### src/rtl/offchip_line_arbiter_pkg.sv
// Shared constants for the off-chip line arbiter: line geometry,
// FSM state encodings and requester ids.
package offchip_line_arbiter_pkg;

   // Bytes per cache line and top address bit of the core.
   localparam int CACHE_LINE_SIZE = 16;
   localparam int MAX_BIT_POS     = 31;

   // Arbiter FSM states.
   typedef enum logic [1:0] {
      ARB_IDLE = 2'd0,
      ARB_BUSY = 2'd1,
      ARB_DONE = 2'd2
   } arb_state_e;

   // Requester ids; the value also indexes the {dc, ic} request vector.
   typedef enum logic {
      REQ_IC = 1'b0,
      REQ_DC = 1'b1
   } req_id_e;

endpackage

### src/rtl/offchip_line_arbiter_rr_arb2.sv
// Two-input round-robin grant. The grant is combinational from the request
// vector; the last-granted pointer advances only on the update strobe, so a
// tie always goes to the side that was not served last.
module rr_arb2
   import offchip_line_arbiter_pkg::*;
(
   input  logic       clk,
   input  logic       rst,
   input  logic [1:0] req,
   input  logic       upd,
   input  req_id_e    upd_id,
   output logic       gnt_vld,
   output req_id_e    gnt_id
);

   req_id_e last_gnt;

   // Remember who was served last; reset favours the D-cache on the first tie.
   always_ff @(posedge clk or negedge rst) begin
      if (!rst)
         last_gnt <= REQ_IC;
      else if (upd)
         last_gnt <= upd_id;
   end

   // D-cache wins when alone, or on a tie when the I-cache went last.
   always_comb begin
      gnt_vld = |req;
      gnt_id  = REQ_IC;
      if (req[1] && (!req[0] || last_gnt == REQ_IC))
         gnt_id = REQ_DC;
   end

endmodule

### src/rtl/offchip_line_arbiter.sv
// Off-chip line arbiter: serialises I-cache fills and D-cache fills/writebacks
// onto one whole-line port. Command, address and write data are latched at
// grant and held through BUSY; the DONE state forces a two-cycle enable gap
// so the downstream port can re-arm. A watchdog ends stalled transactions
// with an error.
module offchip_line_arbiter
   import offchip_line_arbiter_pkg::*;
#(
   parameter int LINE_BYTES = CACHE_LINE_SIZE,
   parameter int ADDR_W     = MAX_BIT_POS + 1,
   parameter int TIMEOUT    = 1024
)(
   input  logic                    clk,
   input  logic                    rst,
   input  logic                    ic_req,
   input  logic [ADDR_W-1:0]       ic_addr,
   output logic                    ic_done,
   output logic [LINE_BYTES*8-1:0] ic_rdata,
   output logic                    ic_err,
   input  logic                    dc_req,
   input  logic                    dc_we,
   input  logic [ADDR_W-1:0]       dc_addr,
   input  logic [LINE_BYTES*8-1:0] dc_wdata,
   output logic                    dc_done,
   output logic [LINE_BYTES*8-1:0] dc_rdata,
   output logic                    dc_err,
   output logic [ADDR_W-1:0]       mem_addr,
   output logic                    mem_read_en,
   output logic                    mem_write_en,
   output logic [LINE_BYTES*8-1:0] mem_wdata,
   input  logic [LINE_BYTES*8-1:0] mem_rdata,
   input  logic                    mem_ready
);

   localparam int                WD_W      = (TIMEOUT < 2) ? 1 : $clog2(TIMEOUT + 1);
   localparam logic [ADDR_W-1:0] LINE_MASK = ADDR_W'(LINE_BYTES - 1);
   localparam logic [WD_W-1:0]   WD_LIMIT  = WD_W'(TIMEOUT);
   localparam logic              WD_ON     = (TIMEOUT != 0);

   arb_state_e        state;
   req_id_e           gnt_q;
   logic [WD_W-1:0]   wdog;

   logic              gnt_vld;
   req_id_e           gnt_id;
   logic [ADDR_W-1:0] sel_addr;
   logic              wd_expired;

   rr_arb2 u_arb (
      .clk     (clk),
      .rst     (rst),
      .req     ({dc_req, ic_req}),
      .upd     (state == ARB_DONE),
      .upd_id  (gnt_q),
      .gnt_vld (gnt_vld),
      .gnt_id  (gnt_id)
   );

   // Address of the side about to be granted, and the watchdog limit test.
   always_comb begin
      sel_addr   = (gnt_id == REQ_DC) ? dc_addr : ic_addr;
      wd_expired = WD_ON && (wdog == WD_LIMIT);
   end

   // Arbiter FSM with all port-facing outputs registered.
   always_ff @(posedge clk or negedge rst) begin
      if (!rst) begin
         state        <= ARB_IDLE;
         gnt_q        <= REQ_IC;
         wdog         <= '0;
         mem_addr     <= '0;
         mem_wdata    <= '0;
         mem_read_en  <= 1'b0;
         mem_write_en <= 1'b0;
         ic_done      <= 1'b0;
         ic_rdata     <= '0;
         ic_err       <= 1'b0;
         dc_done      <= 1'b0;
         dc_rdata     <= '0;
         dc_err       <= 1'b0;
      end else begin
         ic_done <= 1'b0;
         dc_done <= 1'b0;
         case (state)
            ARB_IDLE: begin
               if (gnt_vld) begin
                  gnt_q        <= gnt_id;
                  mem_addr     <= sel_addr & ~LINE_MASK;
                  mem_wdata    <= dc_wdata;
                  mem_read_en  <= (gnt_id == REQ_IC) || !dc_we;
                  mem_write_en <= (gnt_id == REQ_DC) && dc_we;
                  wdog         <= '0;
                  state        <= ARB_BUSY;
               end
            end
            ARB_BUSY: begin
               if (mem_ready || wd_expired) begin
                  // A real completion wins over a simultaneous timeout.
                  if (mem_ready && mem_read_en) begin
                     if (gnt_q == REQ_DC)
                        dc_rdata <= mem_rdata;
                     else
                        ic_rdata <= mem_rdata;
                  end
                  if (gnt_q == REQ_DC) begin
                     dc_done <= 1'b1;
                     dc_err  <= !mem_ready;
                  end else begin
                     ic_done <= 1'b1;
                     ic_err  <= !mem_ready;
                  end
                  mem_read_en  <= 1'b0;
                  mem_write_en <= 1'b0;
                  state        <= ARB_DONE;
               end else if (WD_ON) begin
                  wdog <= wdog + 1'b1;
               end
            end
            ARB_DONE: begin
               state <= ARB_IDLE;
            end
            default: begin
               state <= ARB_IDLE;
            end
         endcase
      end
   end

endmodule

### config.mk
export PLATFORM = sky130hd
export DESIGN_NAME = offchip_line_arbiter
export DESIGN_NICKNAME = d
export VERILOG_FILES = /design/src/rtl/offchip_line_arbiter_pkg.sv /design/src/rtl/offchip_line_arbiter_rr_arb2.sv /design/src/rtl/offchip_line_arbiter.sv
export SDC_FILE = /design/constraint.sdc
export NUM_CORES = 1
export LEC_CHECK = 0
export CAP_MARGIN = 20
export CORE_AREA = 3 3 289 291
export DETAILED_ROUTE_END_ITERATION = 10
export DIE_AREA = 0 0 292 294
export GPL_TIMING_DRIVEN = 0
export PLACE_DENSITY_LB_ADDON = 0.1
export SLEW_MARGIN = 10
export SYNTH_ARGS = -nofsm -noshare
export SYNTH_HDL_FRONTEND = slang
export SYNTH_SLANG_ARGS = --single-unit
### constraint.sdc
create_clock -name clk -period 1.9 [get_ports clk]
set_input_delay 0.57 -clock clk [delete_from_list [all_inputs] [get_ports clk]]
set_output_delay 0.57 -clock clk [all_outputs]
set_load 0.02 [all_outputs]
==> Yosys cells after proc, flatten, opt, wreduce, memory -nomap -nowiden <==
Cells that the tools add are included.
{ "totals": {"wordCells": 63, "regBits": 433, "inputBits": 326, "output_inout_bits": 422} }
{ "op_classes": {"addsub": 1, "n_mux": 19, "eq_ne": 6, "n_reduce_logical": 20, "n_bitwise": 3} }
{ "ops": {"columns": ["cell", "n"], "rows": [
  ["32-bit 2-to-1 mux", 1],
  ["11-bit 2-to-1 mux", 2],
  ["11-bit one-hot mux with 2 select lines", 1],
  ["3-bit AND reduction", 4],
  ["11-bit by 1-bit adder with 11-bit output, second input constant", 1],
  ["11-bit equality test, second input constant", 1],
  ["1-bit 2-to-1 mux", 10],
  ["4-bit AND reduction", 2],
  ["2-bit inequality test, second input constant", 3],
  ["2-bit 2-to-1 mux", 2],
  ["1-bit one-hot mux with 2 select lines", 2],
  ["2-bit one-hot mux with 2 select lines", 1],
  ["2-bit AND reduction", 2],
  ["1-bit logical AND", 3],
  ["1-bit zero test", 3],
  ["1-bit logical OR", 3],
  ["1-bit NOT", 3],
  ["2-bit by 1-bit equality test with 1-bit output, second input constant", 1],
  ["2-bit equality test, second input constant", 1],
  ["2-bit zero test", 1],
  ["2-bit nonzero test", 1],
  ["2-bit OR reduction", 1]
]} }

==> Logic depth before layout (Yosys ltp) <==
{ "depth": {"depth_word": 8, "ltp_mapped": 7} }

==> Cells and area by module <==
Synthesis repeated with hierarchy kept, for this count alone.
{ "hier_totals": {"cells_unflattened": 1315, "hier_area_um2": 16723.5} }
{ "by_module_without_submodules": {"columns": ["mod", "seq_area_each_um2", "cells_per_inst", "area_each_um2", "instances"], "rows": [
  ["offchip_line_arbiter", 10810.4, 1311, 16669.7, 1],
  ["rr_arb2", 25.0, 4, 53.8, 1]
]} }

==> Worst setup path before layout <==
OpenSTA, ideal clock, no wires.
{ "synth_path": {"path_type": "input port to flip-flop", "startpoint": "in mem_ready", "endpoint": "reg wdog[7]", "setup_slack_ns": 0.217, "required_time_ns": 1.818, "arrival_ns": 1.601, "path_stages": 4, "path_buffers": 0, "path_cell_list": "or3b_1 -> a41oi_2 -> or2b_1 -> a31oi_1"} }
{ "synth_between": {"elab_chain_cells": 3} }
{ "synth_lines": {"columns": ["item", "line_no", "rtl"], "rows": [
  ["start: declaration", "offchip_line_arbiter.sv:32", "input logic mem_ready"],
  ["1-bit logical OR", "offchip_line_arbiter.sv:97", "if (mem_ready || wd_expired) begin"],
  ["2-bit inequality test (no source line)", null, null],
  ["3-bit AND reduction (no source line)", null, null],
  ["end signal: assignment", "offchip_line_arbiter.sv:116", "wdog <= wdog + 1'b1;"],
  ["end: declaration", "offchip_line_arbiter.sv:42", "logic [WD_W-1:0] wdog;"]
]} }
Every way passes these cells.
A chain may end at the register's enable or synchronous reset.

==> Final worst setup path <==
{ "layout_path": {"startpoint": "reg ic_rdata[62]", "endpoint": "out ic_rdata[62]"} }
{ "layout_rtl": {"columns": ["item", "line_no", "rtl"], "rows": [
  ["start: declaration", "offchip_line_arbiter.sv:18", "output logic [LINE_BYTES*8-1:0] ic_rdata,"],
  ["start signal: assignment", "offchip_line_arbiter.sv:103", "ic_rdata <= mem_rdata;"]
]} }
No word-level cell between the ends.

==> results by group <==
Worst setup path
  • Crit end category: output pin
  • Reg2reg path depth: 7
  • CP Cell Sequence: dlygate4sd2_1
  • Worst R2R End: dc_rdata[105]
  • Crit path arrival time: 1.27 ns
  • Crit path launch type: flip-flop
  • Worst path buffer plus inverter count: 1
  • Critical Path Fanout Max: 2
  • Critical R2R Launch: state[0]
  • CP max stage delay: 0.37 ns
  • Family with the most delay on the worst path: flip-flops
  • Crit-path slowest cell: dfrtp_1
  • Kind of critical path: flip-flop to output pin
  • R2r setup slk: 0.09 ns
  • Required @ worst endpoint: 1.33 ns

Power and ir drop
  • Tot Pwr: 48.0 mW
  • Pwr/cell area: 1740 nW/µm²
  • Leak Pwr: 12.6 nW
  • Peak supply drop: 0.000616 V

STA
  • Measured slew at the worst slew-check pin: 0.577 ns
  • Setup TNS: 0 ns
  • RSZ-0062 raised after global routing: no
  • Final period utilization: 0.967
  • Fin crit period: 1.84 ns
  • Hold WS: 0.403 ns
  • Max frequency: 545 MHz
  • Hold Vio Cnt, Final: 0
  • Endpoints failing setup: 0
  • Max-slew headroom: 0.616
  • Max-slew violation count: 0
  • Setup WS post-layout: 0.0636 ns
  • Clk_skew: 0.00830 ns

Routing
  • DRT Pass-1 Iters: 4
  • Vias per cell: 4.00
  • Final ANT Viol Nets: 0
  • DR WL/cell: 20.2 µm
  • Initial drt markers: 455
  • DRT Wirelength: 65.5 mm
  • Via count: 12900
  • Drt drc: 0

Placed design
  • HPWL after DPL: 50.2 mm
  • Placed Area: 25500 µm²
  • Post-place setup slack: -0.911 ns
  • Post-placement cell count: 3117
  • I/O Buffers: 735
  • Final weighted congestion in routability-driven placement: 0.782

Cells and area
  • Area Growth Syn to Fin: 65.7%
  • Final design utilization: 0.342
  • Non-Filler Instances: 3234
  • Final instance area: 27700 µm²
  • Layout fillers: 8077
  • Layout net count: 2457
  • Share of cells above drive strength 1: 0.296

Global routing
  • Via count of the first global-routing pass: 14000
  • Total Routing Usage GR: 0.147
  • Global route total overflow: 0
  • Antenna violations before repair: 13
  • First-pass GRT wire length: 95.0 mm
  • Largest net degree at the start of global routing: 105

Clocking
  • H-tree levels: 2
  • Clock Latency Late Sink: 0.57 ns
  • CTS sink count: 433
  • CTS tree: yes
  • Longest Clk Path Bufs: 3
  • CTS root buffer: clkbuf_16
  • Num CTS Buffers: 53
  • Worst-path clk slew: 0.06 ns

Die
  • Starting Density: 0.207
  • Die width: 292 µm
  • # IOs: 748
  • Site row count: 104
  • Core ar.: 80800 µm²
  • DIE AREA: 85800 µm²
  • Die Y: 294 µm

Hold path
  • Worst Hold Depth: 2
  • Worst hold start: mem_ready
  • HP Class: primary input to flip-flop
  • Worst Hold Path EP: dc_err

Outcome
  • Outcome: finished clean

Job
  • Max_cap viols: 0

Yosys
  • Synth cell types: 36
  • Syn avg cell area: 12.7 µm²
  • Sequential share of the synthesized area: 0.649
  • Mapped cell area: 16700 µm²
  • Syn Inst Count: 1315
  • Yosys warning count: 0
  • Seq cells post-synth: 433
## cell usage in the layout, fill, tap and decap left out, types with 10 or more instances in the layout
| cell | count |
|---|---|
| buf_12 | 15 |
| buf_2 | 25 |
| buf_4 | 17 |
| buf_8 | 10 |
| clkbuf_1 | 30 |
| clkbuf_16 | 55 |
| clkbuf_2 | 45 |
| clkbuf_8 | 15 |
| clkdlybuf4s15_1 | 168 |
| clkdlybuf4s15_2 | 174 |
| clkdlybuf4s50_1 | 315 |
| dfrtp_1 | 433 |
| dlygate4sd2_1 | 27 |
| mux2_2 | 256 |
| mux2i_1 | 29 |
| nand2_1 | 421 |
| o21ai_0 | 40 |
## how the worst max path moves through the flow
stage,startpoint,endpoint,slack (ns),depth (start not counted)
after floorplan,mem_ready,wdog[7],0.22,4
after global placement,rst,mem_wdata[11],-20.30,1
after detailed placement,ic_req,mem_wdata[71],-0.91,7
after CTS,mem_wdata[42],mem_wdata[42],0.00006,1
after global routing,dc_rdata[52],dc_rdata[52],0.0002,1
final,ic_rdata[62],ic_rdata[62],0.06,1
## synth_stat cells
cell,instances,area (µm²)
o21ai_0,40,200
a31o_2,2,17.5
a21oi_1,4,20.0
nor2b_1,2,12.5
buf_1,3,11.3
nor4_1,2,12.5
nor2_1,4,15.0
nand4_1,4,25.0
dfrtp_1,433,10800
or2b_1,1,7.51
a41o_2,1,11.3
mux2_2,256,2880
nor3_1,5,25.0
nand2_1,421,1580
conb_1,1,3.75
o21a_1,1,7.51
o31ai_1,2,15.0
ha_1,2,25.0
a41oi_1,1,8.76
a22o_1,3,26.3
buf_4,11,82.6
and4_1,1,8.76
o22ai_1,1,6.26
clkbuf_1,21,78.8
a31oi_1,8,50.1
buf_6,23,259
xnor2_1,1,8.76
o21ai_1,1,5.00
nand2b_1,1,6.26
nand3_1,7,35.0
buf_2,15,75.1
a41oi_2,1,16.3
a21boi_1,1,7.51
or3b_1,1,8.76
inv_1,5,18.8
mux2i_1,29,290
## report_power, final
part | internal [mW] | switching [mW] | leakage (nW) | total (mW)
registers | 13.7 | 2.31 | 5.32 | 16.0
clock network | 5.96 | 3.98 | 0.827 | 9.94
logic | 9.57 | 12.5 | 6.48 | 22.1
## metal layers
metal	share of wire	routed length [µm]	track usage	up-vias
li1	-	-	-	6022
met1	0.37	24200	0.158	6345
met2	0.52	34200	0.272	474
met3	0.087	5730	0.0593	93
met4	0.019	1250	0.0338	10
met5	0.0012	79	0	-
## cell families after synthesis
group,Yosys count,share of synthesized area
adder cells (fa/ha/maj),2,0.00150
flip-flops,433,0.649
other,1,0.000225
buffers and inverters,78,0.0315
multiplexers,285,0.190
AO/OA/AOI/OAI,66,0.0235
XOR/XNOR,1,0.000525
AND/OR/NAND/NOR,449,0.104
## layout make-up
cell class / count / area [µm²] / area share
repair buffers: 756 / 7630 / 0.276
clock inverters: 10 / 108 / 0.00389
inverters: 5 / 18.8 / 0.000678
diodes: 7 / 17.5 / 0.000633
well taps: 1060 / 1330 / 0.0479
multi-input cells: 807 / 5380 / 0.195
flip-flops and latches: 433 / 10800 / 0.392
clock buffers: 83 / 1590 / 0.0574
plain buffers: 73 / 757 / 0.0274
## state kept, by name (all words and copies together) (netlist names), 2 cells and up
| register | cells |
|---|---|
| state | 2 |
| wdog | 11 |
| mem_wdata | 128 |
| dc_rdata | 128 |
| ic_rdata | 128 |
| mem_addr | 28 |
## timing repair
| action | 4_1_cts | 5_1_grt |
|---|---|---|
| gates cloned | 1 | 2 |
| endpoints found under the setup margin | 760 | 286 |
| hold buffers | 2 | 0 |
| gates resized for setup | 993 | 129 |
| buffers inserted | 3 | 9 |
| endpoints found under the hold margin | 48 | 0 |
No activity file was read; power rests on OpenSTA's default activity.
